**config.mk**
```make
export PLATFORM = sky130hd
export DESIGN_NAME = mem_access_stage_flat
export DESIGN_NICKNAME = d
export VERILOG_FILES = /design/src/rtl/mem_access_stage_if.sv /design/src/rtl/mem_access_stage.sv /design/src/flat_wrapper.sv
export SDC_FILE = /design/constraint.sdc
export NUM_CORES = 1
export LEC_CHECK = 0
export BUFFER_PORTS_ARGS = -buffer_cell sky130_fd_sc_hd__buf_2
export CAP_MARGIN = 0
export CORE_ASPECT_RATIO = 0.5
export CORE_MARGIN = 2
export CORE_UTILIZATION = 39
export DETAILED_ROUTE_END_ITERATION = 10
export GPL_TIMING_DRIVEN = 0
export PLACE_DENSITY = 0.7
export SETUP_SLACK_MARGIN = 0.3
export SYNTH_ARGS = -nofsm -noshare
export SYNTH_HDL_FRONTEND = slang
export SYNTH_SLANG_ARGS = --single-unit
```
**constraint.sdc**
```tcl
create_clock -name clk -period 3.6 [get_ports clk]
set_clock_uncertainty 0.15 [all_clocks]
set_input_delay 0 -clock clk [delete_from_list [all_inputs] [get_ports clk]]
set_output_delay 0 -clock clk [all_outputs]
set_load 0.1 [all_outputs]
```
**src/rtl/mem_access_stage_if.sv**
```systemverilog
// Data-memory request/ack bus between the memory-access stage and dmem.
// master: req/we/be/addr/wdata out, ack/rdata in; slave: the reverse.
interface mem_access_stage_if;
  logic        dmem_req;
  logic        dmem_we;
  logic [3:0]  dmem_be;
  logic [31:0] dmem_addr;
  logic [31:0] dmem_wdata;
  logic        dmem_ack;
  logic [31:0] dmem_rdata;

  modport master (
    output dmem_req,
    output dmem_we,
    output dmem_be,
    output dmem_addr,
    output dmem_wdata,
    input  dmem_ack,
    input  dmem_rdata
  );

  modport slave (
    input  dmem_req,
    input  dmem_we,
    input  dmem_be,
    input  dmem_addr,
    input  dmem_wdata,
    output dmem_ack,
    output dmem_rdata
  );
endinterface

```
**src/rtl/mem_access_stage.sv**
```systemverilog
// Memory-access stage: lb/lw/sb/sw over dmem req/ack, forwards ALU results.
// Ports: clk/rst, execute bundle (i_*), o_ready, dmem bus (interface),
// write-back (o_valid, w_reg_*, wd), stall_req, o_bus_err, o_misalign.
// Optional macro MEM_ALIGN_CHECK_EN: reject misaligned lw/sw with o_misalign.
module mem_access_stage #(
  parameter int unsigned DMEM_TIMEOUT = 16
) (
  input  logic               clk,
  input  logic               rst,
  input  logic               i_valid,
  output logic               o_ready,
  input  logic [7:0]         i_aluop,
  input  logic [31:0]        i_mem_addr,
  input  logic [31:0]        i_store_data,
  input  logic [31:0]        i_w_reg_data,
  input  logic [4:0]         i_w_reg_addr,
  input  logic               i_wd,
  mem_access_stage_if.master dmem,
  output logic               o_valid,
  output logic [31:0]        w_reg_data,
  output logic [4:0]         w_reg_addr,
  output logic               wd,
  output logic               stall_req,
  output logic               o_bus_err,
  output logic               o_misalign
);

  localparam logic [7:0] OP_LB = 8'h20;
  localparam logic [7:0] OP_LW = 8'h23;
  localparam logic [7:0] OP_SB = 8'h28;
  localparam logic [7:0] OP_SW = 8'h2B;
  localparam logic [7:0] TO    = 8'(DMEM_TIMEOUT);

  typedef enum logic {
    IDLE,
    ACCESS
  } state_t;

  state_t      state_q;
  logic [7:0]  cnt_q;
  logic [7:0]  cnt_d;
  logic        req_q;
  logic        we_q;
  logic [3:0]  be_q;
  logic [31:0] addr_q;
  logic [31:0] wdat_q;
  logic        ld_q;
  logic        lb_q;
  logic [1:0]  off_q;
  logic [4:0]  wa_q;
  logic        wdl_q;
  logic        ov_q;
  logic [31:0] od_q;
  logic [4:0]  oa_q;
  logic        owd_q;
  logic        err_q;
  logic        mis_q;

  logic        is_lb;
  logic        is_lw;
  logic        is_sb;
  logic        is_sw;
  logic        is_mem;
  logic        misal;
  logic        go_mem;
  logic [7:0]  rbyte;
  logic [31:0] ld_data;

  assign is_lb  = (i_aluop == OP_LB);
  assign is_lw  = (i_aluop == OP_LW);
  assign is_sb  = (i_aluop == OP_SB);
  assign is_sw  = (i_aluop == OP_SW);
  assign is_mem = is_lb | is_lw | is_sb | is_sw;

`ifdef MEM_ALIGN_CHECK_EN
  assign misal = (is_lw | is_sw) & (|i_mem_addr[1:0]);
`else
  assign misal = 1'b0;
`endif

  // Misaligned word ops complete locally, so they never stall.
  assign go_mem = is_mem & ~misal;

  assign o_ready   = (state_q == IDLE);
  assign stall_req = (state_q == ACCESS)
                   | ((state_q == IDLE) & i_valid & go_mem);

  assign cnt_d   = cnt_q + 8'd1;
  assign rbyte   = dmem.dmem_rdata[{off_q, 3'b000} +: 8];
  assign ld_data = lb_q ? {{24{rbyte[7]}}, rbyte}
                        : dmem.dmem_rdata;

  always_ff @(posedge clk or posedge rst) begin
    if (rst) begin
      state_q <= IDLE;
      cnt_q   <= '0;
      req_q   <= 1'b0;
      we_q    <= 1'b0;
      be_q    <= '0;
      addr_q  <= '0;
      wdat_q  <= '0;
      ld_q    <= 1'b0;
      lb_q    <= 1'b0;
      off_q   <= '0;
      wa_q    <= '0;
      wdl_q   <= 1'b0;
      ov_q    <= 1'b0;
      od_q    <= '0;
      oa_q    <= '0;
      owd_q   <= 1'b0;
      err_q   <= 1'b0;
      mis_q   <= 1'b0;
    end else begin
      ov_q  <= 1'b0;
      err_q <= 1'b0;
      mis_q <= 1'b0;
      unique case (state_q)
        IDLE: begin
          if (i_valid) begin
            if (go_mem) begin
              state_q <= ACCESS;
              cnt_q   <= '0;
              req_q   <= 1'b1;
              we_q    <= is_sb | is_sw;
              be_q    <= is_sb ? (4'b0001 << i_mem_addr[1:0])
                               : 4'b1111;
              addr_q  <= {i_mem_addr[31:2], 2'b00};
              wdat_q  <= is_sb ? {4{i_store_data[7:0]}}
                               : i_store_data;
              ld_q    <= is_lb | is_lw;
              lb_q    <= is_lb;
              off_q   <= i_mem_addr[1:0];
              wa_q    <= i_w_reg_addr;
              wdl_q   <= i_wd;
            end else if (misal) begin
              ov_q  <= 1'b1;
              od_q  <= '0;
              oa_q  <= i_w_reg_addr;
              owd_q <= 1'b0;
              mis_q <= 1'b1;
            end else begin
              ov_q  <= 1'b1;
              od_q  <= i_w_reg_data;
              oa_q  <= i_w_reg_addr;
              owd_q <= i_wd;
            end
          end
        end
        ACCESS: begin
          // Ack beats the timeout when both land on the same edge.
          if (dmem.dmem_ack) begin
            state_q <= IDLE;
            req_q   <= 1'b0;
            ov_q    <= 1'b1;
            od_q    <= ld_q ? ld_data : 32'd0;
            oa_q    <= wa_q;
            owd_q   <= ld_q & wdl_q;
          end else if (cnt_d == TO) begin
            state_q <= IDLE;
            req_q   <= 1'b0;
            ov_q    <= 1'b1;
            od_q    <= '0;
            oa_q    <= wa_q;
            owd_q   <= 1'b0;
            err_q   <= 1'b1;
          end else begin
            cnt_q <= cnt_d;
          end
        end
        default: state_q <= IDLE;
      endcase
    end
  end

  assign dmem.dmem_req   = req_q;
  assign dmem.dmem_we    = we_q;
  assign dmem.dmem_be    = be_q;
  assign dmem.dmem_addr  = addr_q;
  assign dmem.dmem_wdata = wdat_q;

  assign o_valid    = ov_q;
  assign w_reg_data = od_q;
  assign w_reg_addr = oa_q;
  assign wd         = owd_q;
  assign o_bus_err  = err_q;
  assign o_misalign = mis_q;

endmodule

```
**src/flat_wrapper.sv**
```systemverilog
// flat-port wrapper written by rule: the top's interface ports become plain ports
module mem_access_stage_flat 
#(
  parameter int unsigned DMEM_TIMEOUT = 16
)
  (clk, rst, i_valid, o_ready, i_aluop, i_mem_addr, i_store_data, i_w_reg_data, i_w_reg_addr, i_wd, o_valid, w_reg_data, w_reg_addr, wd, stall_req, o_bus_err, o_misalign, dmem_dmem_req, dmem_dmem_we, dmem_dmem_be, dmem_dmem_addr, dmem_dmem_wdata, dmem_dmem_ack, dmem_dmem_rdata);
  mem_access_stage_if dmem_i ();
  input  logic clk;
  input  logic rst;
  input  logic i_valid;
  output logic o_ready;
  input  logic [7:0] i_aluop;
  input  logic [31:0] i_mem_addr;
  input  logic [31:0] i_store_data;
  input  logic [31:0] i_w_reg_data;
  input  logic [4:0] i_w_reg_addr;
  input  logic i_wd;
  output logic o_valid;
  output logic [31:0] w_reg_data;
  output logic [4:0] w_reg_addr;
  output logic wd;
  output logic stall_req;
  output logic o_bus_err;
  output logic o_misalign;
  output wire logic [$bits(dmem_i.dmem_req)-1:0] dmem_dmem_req;
  output wire logic [$bits(dmem_i.dmem_we)-1:0] dmem_dmem_we;
  output wire logic [$bits(dmem_i.dmem_be)-1:0] dmem_dmem_be;
  output wire logic [$bits(dmem_i.dmem_addr)-1:0] dmem_dmem_addr;
  output wire logic [$bits(dmem_i.dmem_wdata)-1:0] dmem_dmem_wdata;
  input wire logic [$bits(dmem_i.dmem_ack)-1:0] dmem_dmem_ack;
  input wire logic [$bits(dmem_i.dmem_rdata)-1:0] dmem_dmem_rdata;
  assign dmem_dmem_req = dmem_i.dmem_req;
  assign dmem_dmem_we = dmem_i.dmem_we;
  assign dmem_dmem_be = dmem_i.dmem_be;
  assign dmem_dmem_addr = dmem_i.dmem_addr;
  assign dmem_dmem_wdata = dmem_i.dmem_wdata;
  assign dmem_i.dmem_ack = dmem_dmem_ack;
  assign dmem_i.dmem_rdata = dmem_dmem_rdata;
  mem_access_stage #(.DMEM_TIMEOUT(DMEM_TIMEOUT)) u_core (.clk(clk), .rst(rst), .i_valid(i_valid), .o_ready(o_ready), .i_aluop(i_aluop), .i_mem_addr(i_mem_addr), .i_store_data(i_store_data), .i_w_reg_data(i_w_reg_data), .i_w_reg_addr(i_w_reg_addr), .i_wd(i_wd), .dmem(dmem_i), .o_valid(o_valid), .w_reg_data(w_reg_data), .w_reg_addr(w_reg_addr), .wd(wd), .stall_req(stall_req), .o_bus_err(o_bus_err), .o_misalign(o_misalign));
endmodule
```
# Word-level counts from Yosys, hierarchy flattened
# Cells that the tools add are included.
[op_classes] add_sub_neg=1 shift=2 n_bitwise=9 muxes=40 n_eq_ne=11 n_reduce_logical=4
[op_table] op="two-way mux 32 bit" n=7
[op_table] op="case mux 32 bit (2 select lines)" n=1
[op_table] op="== test 8 x 6 -> 1 bit (second input constant)" n=4
[op_table] op="two-way mux 8 bit" n=4
[op_table] op="indexed part select 32 x 6 -> 8 bit" n=1
[op_table] op="two-way mux 5 bit" n=4
[op_table] op="two-way mux 1 bit" n=17
[op_table] op="case mux 8 bit (2 select lines)" n=1
[op_table] op="case mux 5 bit (2 select lines)" n=1
[op_table] op="AND reduction 3 bit" n=3
[op_table] op="adder 8 x 1 -> 8 bit (second input constant)" n=1
[op_table] op="== test 8 x 5 -> 1 bit (second input constant)" n=1
[op_table] op="!= test 2 bit (second input constant)" n=4
[op_table] op="case mux 1 bit (2 select lines)" n=4
[op_table] op="OR 1 bit" n=5
[op_table] op="two-way mux 4 bit" n=1
[op_table] op="AND reduction 4 bit" n=1
[op_table] op="left shift 1 x 2 -> 4 bit (first input constant)" n=1
[op_table] op="AND 1 bit" n=3
[op_table] op="!= test 3 bit (second input constant)" n=1
[op_table] op="!= test 2 x 1 -> 1 bit (second input constant)" n=1
[op_table] op="NOT 1 bit" n=1
[word_totals] regBits=127 input_bits=146 word_cells=84 output_inout_bits=113

# Logic depth before layout (Yosys ltp)
# Gate-level depths: netlist of the first run.
[depth] depth_word=7 mapped_depth=8 ltp_nobuf=6

# Worst setup path before layout of the first run
# OpenSTA, ideal clock, no wires.
[synth_path] kind="reg-to-reg" from="register u_core.state_q" to="register u_core.od_q[0] (netlist: u_core.w_reg_data[0])" arrival_ns=2.065 path_slack_ns=1.256 path_buffers=2 t_required_ns=3.322 setup_ns=0.128 synth_period_minus_slack_ns=2.344 stages_incl_launch_ff=6 cell_sequence="dfrtp_1 -> clkbuf_1 -> clkinv_1 -> clkbuf_1 -> o2bb2ai_1 -> mux2_1"
[synth_via] elab_chain_len=3 word_cells_on_any_way=6 classes_between="eq/ne (3); mux (1); bitwise (1); reduce/logical (1)"
[synth_rtl] element="start, declared" line_no="mem_access_stage.sv:39" rtl="state_t state_q;"
[synth_rtl] element="start signal, assigned" line_no="mem_access_stage.sv:95" rtl="state_q <= IDLE;"
[synth_rtl] element="start signal, assigned" line_no="mem_access_stage.sv:121" rtl="state_q <= ACCESS;"
[synth_rtl] element="start signal, assigned" line_no="mem_access_stage.sv:152" rtl="state_q <= IDLE;"
[synth_rtl] element="NOT 1 bit (no line) *"
[synth_rtl] element="net o_ready" line_no="flat_wrapper.sv:11" rtl="output logic o_ready;"
[synth_rtl] element="!= test 2 bit (no line)"
[synth_rtl] element="AND reduction 3 bit (no line)"
[synth_rtl] element="end signal, assigned" line_no="mem_access_stage.sv:143" rtl="od_q <= i_w_reg_data;"
[synth_rtl] element="end signal, assigned" line_no="mem_access_stage.sv:155" rtl="od_q <= ld_q ? ld_data : 32'd0;"
[synth_rtl] element="end, declared" line_no="mem_access_stage.sv:53" rtl="logic [31:0] od_q;"
# Mark *: on every way through the listed nets, which the timed path passes. The rest lies on a longest branch.
# A chain may end at the register's enable or synchronous reset.

# Worst setup path in the final report of the first run
[layout_path] from="register u_core.off_q[0]" to="register u_core.od_q[7] (netlist: u_core.w_reg_data[7])"
[layout_via] elab_chain_len=5
[layout_rtl] element="start, declared" line_no="mem_access_stage.sv:49" rtl="logic [1:0] off_q;"
[layout_rtl] element="start signal, assigned" line_no="mem_access_stage.sv:132" rtl="off_q <= i_mem_addr[1:0];"
[layout_rtl] element="indexed part select 32 x 6 -> 8 bit" line_no="mem_access_stage.sv:89" rtl="assign rbyte = dmem.dmem_rdata[{off_q, 3'b000} +: 8];"
[layout_rtl] element="two-way mux 32 bit" line_no="mem_access_stage.sv:90" rtl="assign ld_data = lb_q ? {{24{rbyte[7]}}, rbyte}"
[layout_rtl] element="two-way mux 32 bit" line_no="mem_access_stage.sv:155"
[layout_rtl] element="two-way mux 32 bit" line_no="mem_access_stage.sv:151" rtl="if (dmem.dmem_ack) begin"
[layout_rtl] element="case mux 32 bit (2 select lines)" line_no="mem_access_stage.sv:117" rtl="unique case (state_q)"
# Every way passes these cells.

==> results of run 1 <==
Yosys cell counts (2+ instances only):
| cell type | n |
|---|---|
| a211o_1 | 2 |
| a211oi_1 | 6 |
| a21oi_1 | 36 |
| a22o_1 | 4 |
| a31o_2 | 2 |
| a31oi_1 | 4 |
| and3_1 | 4 |
| and4_1 | 2 |
| and4_4 | 2 |
| buf_1 | 2 |
| buf_2 | 5 |
| buf_4 | 5 |
| clkbuf_1 | 31 |
| clkinv_1 | 2 |
| dfrtp_1 | 127 |
| inv_1 | 16 |
| mux2_1 | 4 |
| mux2_2 | 34 |
| mux2i_1 | 37 |
| nand2_1 | 170 |
| nand2b_1 | 4 |
| nand3_1 | 9 |
| nor2_1 | 11 |
| nor3_1 | 4 |
| o21ai_0 | 29 |
| o22ai_1 | 3 |
| o2bb2ai_1 | 34 |
| xnor2_1 | 5 |
| xor2_1 | 2 |
critical path, delay by kind of cell (launching register included):
| family | cells | cell delay [ns] |
|---|---|---|
| simple gates | 1 | 0.16 |
| mux | 2 | 0.79 |
| compound gates | 2 | 0.35 |
| flops | 1 | 0.41 |
| buf+inv | 3 | 0.99 |
per-layer routing:
layer / vias to the layer above / part of all wire / GRT usage
li1: 2948 / - / -
met5: - / 0 / 0
met1: 3051 / 0.42 / 0.301
met4: 0 / 0.041 / 0.131
met3: 72 / 0.051 / 0.0492
met2: 240 / 0.49 / 0.446
worst min path at each step:
stage,endpoint,from,cells past startpoint,slack [ns]
global placement,u_core.dmem.dmem_addr[16]$_DFFE_PP0P_,i_mem_addr[16],3,0.04
finish,u_core.cnt_q[2]$_DFFE_PP0P_,i_valid,5,0.08
CTS,u_core.w_reg_data[31]$_DFFE_PP0P_,dmem_dmem_rdata[31],4,0.005
global route,u_core.cnt_q[2]$_DFFE_PP0P_,i_valid,5,0.12
detailed placement,u_core.dmem.dmem_addr[29]$_DFFE_PP0P_,rst,2,-0.04
floorplan,u_core.dmem.dmem_addr[10]$_DFFE_PP0P_,i_mem_addr[10],2,-0.04
logic make-up (layout without fill, tap and decap cells):
kind of cell / after synthesis / after routing / synth area share
AO/OA/AOI/OAI: 127 / 127 / 0.140
XOR/XNOR: 7 / 7 / 0.0100
adder cells (fa/ha/maj): 1 / 1 / 0.00205
buffers and inverters: 63 / 493 / 0.0467
flip-flops: 127 / 127 / 0.520
multiplexers: 76 / 76 / 0.134
other: 1 / 3 / 0.000614
AND/OR/NAND/NOR: 212 / 212 / 0.146
sequential cells by signal, summed over array words and instances, names as in the netlist:
name,count
u_core.dmem.dmem_req,1
u_core.cnt_q,8
u_core.dmem.dmem_addr,30
u_core.wdl_q,1
u_core.ld_q,1
u_core.wd,1
u_core.o_bus_err,1
u_core.dmem.dmem_we,1
u_core.w_reg_data,32
u_core.w_reg_addr,5
u_core.off_q,2
u_core.dmem.dmem_be,4
u_core.wa_q,5
u_core.o_valid,1
u_core.dmem.dmem_wdata,32
u_core.state_q,1
u_core.lb_q,1
through the flow:
step                utilization  cell area (µm²)  hold WS (ns)
finish                    0.631             9710        0.0811
global route              0.631             9710         0.123
CTS                       0.631             9700       0.00538
detailed placement        0.501             7700       -0.0381
global placement          0.497             7640        0.0393
floorplan                     -             6120       -0.0446
power by group:
part           switching, mW  internal (mW)  leakage, nW
Clock                  0.729          0.997        0.283
Combinational           3.14          0.849         2.94
Sequential             0.205           1.79         1.63
Total                   4.07           3.63         4.86
what timing repair did:
action,4_1_cts,5_1_grt
gates resized for setup,0,0
hold buffers,141,1
hold endpoints to repair,215,1
layout make-up:
| cell class | count | area, µm² |
|---|---|---|
| plain buffers | 45 | 218 |
| clock buffers | 18 | 439 |
| clock inverters | 14 | 146 |
| fillers | 1233 | 5670 |
| inverters | 18 | 71.3 |
| multi-input cells | 426 | 2650 |
| flip-flops and latches | 127 | 3180 |
| well taps | 204 | 255 |
| repair buffers | 398 | 2750 |
==> metrics.md, run 1 <==
| Metric | Value |
|---|---|
| Final ANT Viol Nets | 0 |
| Fin nets | 1180 |
| Req. time, crit path | 3.74 ns |
| Max Slew Vio Count | 0 |
| Commonest non-fill, non-tap cells in the layout | buf_2 (258), nand2_1 (170), dlygate4sd3_1 (142), dfrtp_1 (127), mux2i_1 (37) |
| 1st-pass router iterations | 5 |
| Final hold violation count | 0 |
| Total routed wirelength | 21200 µm |
| Pre-CTS setup slack | 1.22 ns |
| Status | finished, final reports clean |
| Worst R2R End | u_core.w_reg_data[7]$_DFFE_PP0P_ |
| Post-synth top area share | 0.520 |
| Diodes inserted | 0 |
| Core box area | 0.0154 mm² |
| Area delta synth->final | 58.9% |
| Clock sinks | 127 |
| Gp weighted congestion | around 0.8 |
| Layout cells sized above 1 | 0.327 |
| Top_reg_cell synth | dfrtp_1 |
| Crit path cell chain | mux4_2, and2_1, clkbuf_1, buf_2, a21oi_1, o2bb2ai_1, dlygate4sd3_1, mux2_1 |
| DP HPWL | between 10000 and 15000 µm |
| Vias post-DR | around 6300 |
| Setup bufs post-CTS | 0 |
| 1st-iter DRT viols | 292 |
| Setup WS post-layout | ~0.63 ns |
| P per Cell Area | 793 mW/mm² |
| Fmax | 0.336 GHz |
| Syn Inst Count | 614 |
| Total grt overflow | 0 |
| Critical Path AT | 3.11 ns |
| Register bit total from synthesis | 127 |
| Clock slew at reported path FFs | ~0.060 ns |
| Min-Delay Path Class | input pin to flip-flop |
| Slowest cell on crit path | dlygate4sd3_1 |
| Netlist cell types | 47 |
| Register area share after synthesis | 0.520 |
| Synthesized area | 0.00611 mm² |
| Crit Path Max Fanout | 10 |
| R2r startpoint | u_core.off_q[0]$_DFFE_PP0P_ |
| CTS max path bufs | 2 |
| Worst-Skew Late Latency | approximately 0.4 ns |
| Worst Setup SP | u_core.off_q[0]$_DFFE_PP0P_ |
| Tot Pwr | 7.70 mW |
| CTS Buf Count | 17 |
| Total track usage | 0.254 |
| Dpl cells | roughly 1100 |
| Drt wl/cell | approximately 17 µm |
| Top-level port count | 259 |
| Vias in the first global route | between 6000 and 7000 |
| Largest net degree at the start of global routing | 42 |
| Chip width | around 180 µm |
| Post-synth EDFFs | 0 |
| Syn. warnings | 0 |
| Non-Filler Instances | 1250 |
| Crit path largest cell delay | 0.58 ns |
| Fin crit period | 2.97 ns |
| Initial antenna violation count | 0 |
| Worst slew pin tran | about 0.63 ns |
| Num rows | 32 |
| CP startpoint kind | flip-flop |
| Final setup viols | 0 |
| Initial Util | 0.397 |
| Maxcap violations | 0 |
| R2R Setup Slk | 0.63 ns |
| Async SR Flop Fraction | 1.00 |
| RSZ-0062 raised after global routing | no |
| Drc violations | 0 |
| Maximum vdd ir drop | 367 µV |
| Vias per std cell | 5.05 |
| Leading post-synthesis cells by cell area | dfrtp_1 (52%), nand2_1 (10%), mux2_2 (6.3%), mux2i_1 (6.1%), o2bb2ai_1 (4.9%) |
| CTS tree | yes |
| Global-route wire length before repair | between 30000 and 40000 µm |
| TNS Setup | 0 ns |
| Die area | 0.0167 mm² |
| Worst setup path endpoint | u_core.w_reg_data[7]$_DFFE_PP0P_ |
| Root Driver | clkbuf_16 |
| Final Cycle Share | 0.826 |
| Largest area contributor in the netlist | dfrtp_1 |
| Most common cell after layout, fill and taps aside | buf_2 |
| Port Buf Inserts | 253 |
| Die Y-Extent | 92.5 µm |
| H-tree Lvls | 4 |
| Syn avg cell area | 9.95 µm² |
| WS Path Type | flip-flop to flip-flop |
| Leakage | 4.86 nW |
| Element type at the critical path end | flip-flop |
| Worst R2R Path Depth | 8 |
| Slew HR | 0.577 |
Note: power is estimated with default switching activity, not from simulation.
==> inputs of run 2 (changes only) <==
Settings changed: PLACE_DENSITY 0.7 to 0.67.
Clock period 3.6 ns to 2.91 ns, I/O delays scaled along.
==> run 2 against run 1 <==
Effect of this change:
- clock power increased by 32%
- largest cell class unchanged
- die area is the same
- critical path type is now flip-flop to output port
- count of clock-buffer cells in the layout is 1 lower
==> metrics.md, run 2 (synthesized netlist as in run 1, its figures left out) <==
| Metric | Value |
|---|---|
| Num rows | 32 (unchanged) |
| TNS Setup | 0 ns (unchanged) |
| Req. time, crit path | 2.76 ns (was 3.74 ns) |
| Top-level port count | 259 (unchanged) |
| WS Path Type | flip-flop to output port (was flip-flop to flip-flop) |
| Crit Path Max Fanout | 10 (unchanged) |
| Final ANT Viol Nets | 0 (unchanged) |
| Logic pwr share | 0.504 (was 0.517) |
| Total grt overflow | 0 (unchanged) |
| Met3 wire length | 1120 µm (was 1080 µm) |
| Critical Path AT | 2.32 ns (was 3.11 ns) |
| DP HPWL | 14100 µm (was 13900 µm) |
| CTS max path bufs | 2 (unchanged) |
| Clock power share | 0.239 (was 0.224) |
| Leakage | 4.89 nW (was 4.86 nW) |
| Final Cycle Share | 0.849 |
| Drc violations | 0 (unchanged) |
| 1st-pass router iterations | 4 (was 5) |
| Highest metal used | met4 (unchanged) |
| Fin crit period | ~2.5 ns |
| Vias per std cell | 5.09 (was 5.05) |
| Chip width | 181 µm (unchanged) |
| Total track usage | 0.261 (was 0.254) |
| Tot Pwr | 9.59 mW (was 7.70 mW) |
| Layout cells sized above 1 | 0.327 (about the same) |
| Fin nets | 1182 (was 1180) |
| Max Slew Vio Count | 0 (unchanged) |
| Net Sw Frac | 0.524 (was 0.528) |
| Die Y-Extent | 92.5 µm (unchanged) |
| Initial antenna violation count | 0 (unchanged) |
| P per Cell Area | 982 mW/mm² (was 793 mW/mm²) |
| Root Driver | clkbuf_16 (unchanged) |
| Maxcap violations | 0 (unchanged) |
| Largest net degree at the start of global routing | 42 (unchanged) |
| Crit path largest cell delay | 0.43 ns (was 0.58 ns) |
| Maximum vdd ir drop | 458 µV (was 367 µV) |
| Element type at the critical path end | output port (was flip-flop) |
| Area occupied by multi-input gates | 0.00265 mm² (unchanged) |
| Total routed wirelength | 21300 µm (was 21200 µm) |
| Vias post-DR | 6378 (was 6311) |
| Drt wl/cell | 17.0 µm (about the same) |
| H-tree Lvls | 4 (unchanged) |
| Area delta synth->final | 59.8% (was 58.9%) |
| Psw | 5.03 mW (was 4.07 mW) |
| Gp weighted congestion | 0.815 (was 0.810) |
| Port Buf Inserts | 253 (unchanged) |
| Initial Util | 0.397 (unchanged) |
| RSZ-0062 raised after global routing | no (unchanged) |
| Final setup viols | 0 (unchanged) |
| Clock sinks | 127 (unchanged) |
| Resized Gates After CTS | 0 (unchanged) |
| Design area | 0.00976 mm² (was 0.00971 mm²) |
| Layout fillers | 1207 (was 1233) |
| Internal | 4.56 mW (was 3.63 mW) |
| Worst slew pin tran | 0.629 ns (was 0.633 ns) |
| Commonest non-fill, non-tap cells in the layout | buf_2 (258), nand2_1 (170), dlygate4sd3_1 (143), dfrtp_1 (127), mux2i_1 (37) (was buf_2 (258), nand2_1 (170), dlygate4sd3_1 (142), dfrtp_1 (127), mux2i_1 (37)) |
| Vias in the first global route | 6873 (was 6660) |
| Part of the power in registers | 0.257 (was 0.258) |
| Global-route wire length before repair | 34300 µm (was 33400 µm) |
| Wl on met1 | 9000 µm (was 8900 µm) |
| Final hold violation count | 0 (unchanged) |
| Crit path cell chain | clkbuf_1, clkinv_1, clkbuf_1, buf_2 (was mux4_2, and2_1, clkbuf_1, buf_2, a21oi_1, o2bb2ai_1, dlygate4sd3_1, mux2_1) |
| Worst-Skew Late Latency | 0.41 ns (was 0.40 ns) |
| Clock slew at reported path FFs | 0.06 ns (about the same) |
| WL met2 | 10500 µm (was 10400 µm) |
| Core box area | 0.0154 mm² (unchanged) |
| CTS Buf Count | 17 (unchanged) |
| Most common cell after layout, fill and taps aside | buf_2 (unchanged) |
| Diodes inserted | 0 (unchanged) |
| CP dominant cell by count | clkbuf_1 |
| CP startpoint kind | flip-flop (unchanged) |
| Slew HR | 0.581 (was 0.577) |
| Slowest cell on crit path | clkinv_1 (was dlygate4sd3_1) |
| Min-Delay Path Class | input pin to flip-flop (unchanged) |
| 1st-iter DRT viols | 271 (was 292) |
| Fmax | 0.405 GHz |
| Register Area | 0.00318 mm² (unchanged) |
| CTS tree | yes (unchanged) |
| Post-DP Area | 0.00770 mm² (unchanged) |
| Status | finished, final reports clean (unchanged) |
| Die area | 0.0167 mm² (unchanged) |
run 2: cell types whose count changed in the layout (fill, tap and decap cells not counted), sizes merged:
cell / change
bufinv: +2
buf: +1
clkbuf: -1
clkinv: -1
dlygate4sd3: +1
run 2: cell type report:
class | count | share of cell area
clock buffer | 17 | 0.0436
inverter | 18 | 0.00731
tap | 204 | 0.0261
sequential | 127 | 0.326
timing repair buffer | 400 | 0.283
multi-input combinational | 426 | 0.272
clock inverter | 15 | 0.0203
buffer | 45 | 0.0223
run 2: power by group through the flow:
stage,Combinational (mW),Sequential [mW],Clock (mW)
2_1_floorplan,0.936,5.35,0
3_3_place_gp,4.61,2.46,0
3_5_place_dp,4.66,2.48,0
4_1_cts,4.81,2.45,2.32
5_1_grt,5.00,2.52,2.40
6_report,4.83,2.47,2.29
run 2: worst paths after layout:
path,from,end,slack (ns),cells past startpoint
setup reg to reg,u_core.cnt_q[0]$_DFFE_PP0P_,u_core.w_reg_data[1]$_DFFE_PP0P_,0.50,8
hold reg to reg,u_core.dmem.dmem_wdata[3]$_DFFE_PP0P_,u_core.dmem.dmem_wdata[3]$_DFFE_PP0P_,0.32,2
hold / removal,i_valid,u_core.dmem.dmem_be[3]$_DFFE_PP0P_,0.06,4
min in group asynchronous,rst,u_core.w_reg_data[18]$_DFFE_PP0P_,0.07,3
setup / recovery,u_core.state_q$_DFF_PP0_,o_ready,0.44,4
max in group asynchronous,rst,u_core.wa_q[2]$_DFFE_PP0P_,1.70,5
run 2: layer usage:
layer / track usage / vias up
met5: 0 / -
met4: 0.121 / 0
met3: 0.0547 / 60
met2: 0.457 / 249
met1: 0.311 / 3111
li1: - / 2958
run 2: what timing repair did:
item / 4_1_cts / 5_1_grt
setup buffers: 0 / 1
endpoints found under the setup margin: 0 / 1
hold buffers: 143 / 0
hold endpoints to repair: 204 / 0
run 2: critical path: cells and delay by family, from the launching register on:
kind     cells  cell delay (ns)
buf+inv      4             1.56
flops        1             0.34
run 2: metrics by stage:
| step | hold slack, ns | setup slack (ns) | utilization | instances |
|---|---|---|---|---|
| after floorplan | -0.0446 | 0.566 | - | 616 |
| after global placement | 0.0397 | 0.289 | 0.497 | 1073 |
| after detailed placement | -0.0731 | 0.527 | 0.501 | 1076 |
| after CTS | 0.0295 | 0.318 | 0.634 | 1251 |
| after global routing | 0.0740 | 0.305 | 0.635 | 1252 |
| final | 0.0555 | 0.440 | 0.635 | 1252 |
==> inputs of run 3 (changes only) <==
Clock period 2.91 ns to 2.3 ns, I/O delays scaled along.
==> run 3 against run 2 <==
Effect of this change:
- flip-flop and latch count is the same
- register-to-register slack got worse by 0.50 ns
- worst hold slack got worse by 0.00094 ns
- via count grew 3.3%
- cell count up 1.8%
- worst setup slack lost 0.44 ns
- critical path depth is 4 higher
- sequential power grew 28%
==> metrics.md, run 3 (synthesized netlist as in run 1, its figures left out) <==
| Metric | Value |
|---|---|
| Status | finished, final reports clean (unchanged) |
| Setup WS post-layout | 0.0000535 ns (was 0.440 ns) |
| Drc violations | 0 (unchanged) |
| Min-Delay Path Class | input pin to async pin (was input pin to flip-flop) |
| CTS Buf Count | 17 (unchanged) |
| Num rows | 32 (unchanged) |
| RSZ-0062 raised after global routing | yes (was no) |
| Slew HR | 0.609 (was 0.581) |
| DP HPWL | 14100 µm (about the same) |
| Area delta synth->final | 68.8% (was 59.8%) |
| Pre-CTS setup slack | -0.0764 ns (was 0.527 ns) |
| Total grt overflow | 0 (unchanged) |
| Largest net degree at the start of global routing | 35 (was 42) |
| Final ANT Viol Nets | 0 (unchanged) |
| Layout cells sized above 1 | 0.380 (was 0.327) |
| WS Path Type | flip-flop to flip-flop (was flip-flop to output port) |
| Final Cycle Share | 1.00 |
| Fin nets | 1204 (was 1182) |
| Core box area | 0.0154 mm² (unchanged) |
| Die area | 0.0167 mm² (unchanged) |
| Clock slew at reported path FFs | 0.07 ns (was 0.06 ns) |
| Drt wl/cell | 17.9 µm (was 17.0 µm) |
| Chip width | 181 µm (unchanged) |
| Worst-Skew Late Latency | 0.41 ns (about the same) |
| Maxcap violations | 0 (unchanged) |
| Worst Setup SP | u_core.cnt_q[1]$_DFFE_PP0P_ (was u_core.state_q$_DFF_PP0_) |
| Top-level port count | 259 (unchanged) |
| P per Cell Area | 1230 mW/mm² (was 982 mW/mm²) |
| Vias in the first global route | 6878 (was 6873) |
| Total track usage | 0.267 (was 0.261) |
| Max Slew Vio Count | 0 (unchanged) |
| 1st-pass router iterations | 5 (was 4) |
| Leakage | 5.23 nW (was 4.89 nW) |
| Gp weighted congestion | 0.789 (was 0.815) |
| Commonest non-fill, non-tap cells in the layout | buf_2 (255), nand2_1 (169), dlygate4sd3_1 (142), dfrtp_1 (123), mux2i_1 (37) (was buf_2 (258), nand2_1 (170), dlygate4sd3_1 (143), dfrtp_1 (127), mux2i_1 (37)) |
| Element type at the critical path end | flip-flop (was output port) |
| Vias per std cell | 5.17 (was 5.09) |
| Port Buf Inserts | 253 (unchanged) |
| Initial Util | 0.397 (unchanged) |
| Most common cell after layout, fill and taps aside | buf_2 (unchanged) |
| Total routed wirelength | 22900 µm (was 21300 µm) |
| Worst slew pin tran | 0.586 ns (was 0.629 ns) |
| CTS tree | yes (unchanged) |
| CP startpoint kind | flip-flop (unchanged) |
| Vias post-DR | 6587 (was 6378) |
| Final setup viols | 0 (unchanged) |
| Crit Path Max Fanout | 8 (was 10) |
| Fmax | ~0.43 GHz |
| H-tree Lvls | 4 (unchanged) |
| Fin crit period | 2.30 ns |
| R2r startpoint | u_core.cnt_q[1]$_DFFE_PP0P_ (was u_core.cnt_q[0]$_DFFE_PP0P_) |
| Final hold violation count | 0 (unchanged) |
| 1st-iter DRT viols | 316 (was 271) |
| Core Util, Final | 0.670 (was 0.635) |
| Maximum vdd ir drop | 607 µV (was 458 µV) |
| Die Y-Extent | 92.5 µm (unchanged) |
| Critical Path AT | 2.44 ns (was 2.32 ns) |
| Root Driver | clkbuf_16 (unchanged) |
| Global-route wire length before repair | 35000 µm (was 34300 µm) |
| CTS max path bufs | 2 (unchanged) |
| Req. time, crit path | 2.44 ns (was 2.76 ns) |
| Clock sinks | 127 (unchanged) |
| Initial antenna violation count | 1 (was 0) |
[run 3: final cells by class]
| type | instances | area (µm²) |
|---|---|---|
| fillers | 1137 | 5070 |
| well taps | 204 | 255 |
| multi-input cells | 426 | 2870 |
| clock inverters | 15 | 193 |
| repair buffers | 422 | 3020 |
| diodes | 1 | 2.50 |
| plain buffers | 45 | 269 |
| inverters | 18 | 83.8 |
| clock buffers | 17 | 425 |
| flip-flops and latches | 127 | 3180 |
[run 3: through the flow]
| stage | total power [mW] | TNS (ns) | instance area, µm² | hold WS, ns | std cells |
|---|---|---|---|---|---|
| after floorplan | 7.97 | 0 | 6140 | -0.0446 | 616 |
| after global placement | 8.96 | -37.24 | 7660 | 0.0400 | 1073 |
| after detailed placement | 9.05 | -1.31 | 7750 | -0.0576 | 1077 |
| after CTS | 12.4 | 0 | 10100 | 0.0253 | 1267 |
| after global routing | 13.1 | -1.01 | 10300 | 0.0962 | 1275 |
| final | 12.7 | 0 | 10300 | 0.0545 | 1275 |
[run 3: path summary, 6_finish.rpt]
path | end | slack, ns | cells past startpoint
min in group clk | u_core.lb_q$_DFFE_PP0P_ | 0.09 | 6
worst max register to register | u_core.wd$_DFFE_PP0P_ | 0.00005 | 8
worst min-delay path | u_core.dmem.dmem_addr[30]$_DFFE_PP0P_ | 0.05 | 3
max in group asynchronous | u_core.dmem.dmem_addr[17]$_DFFE_PP0P_ | 1.16 | 5
worst max-delay path | u_core.wd$_DFFE_PP0P_ | 0.00005 | 8
worst min register to register | u_core.dmem.dmem_wdata[3]$_DFFE_PP0P_ | 0.32 | 2
[run 3: power by group]
part	leakage (nW)	total (mW)	switching (mW)	internal, mW
logic	3.30	6.68	5.05	1.63
registers	1.63	3.16	0.363	2.80
clock network	0.302	2.85	1.19	1.66
total	5.23	12.7	6.60	6.09
[run 3: routing by layer]
layer  vias up  part of all wire  track usage
li1       3001                 -            -
met1      3221              0.41        0.314
met2       287              0.50        0.477
met3        78             0.052       0.0480
met4         0             0.038        0.131
met5         -                 0            0
[run 3: timing repair]
item,in CTS,in global routing
cloned,1,1
endpoints found under the setup margin,87,120
hold endpoints to repair,189,0
pin swaps,7,4
resized for setup,40,59
setup buffers,15,6
hold buffers,142,0
[run 3: critical path, cell delays in order (launching register included)]
cell and delay [ns]:
dfrtp_1 0.42, nand2_2 0.12, buf_6 0.14, xor2_2 0.15, a41o_2 0.33, a31oi_4 0.28, buf_8 0.16, buf_12 0.14
mux2_4 0.30
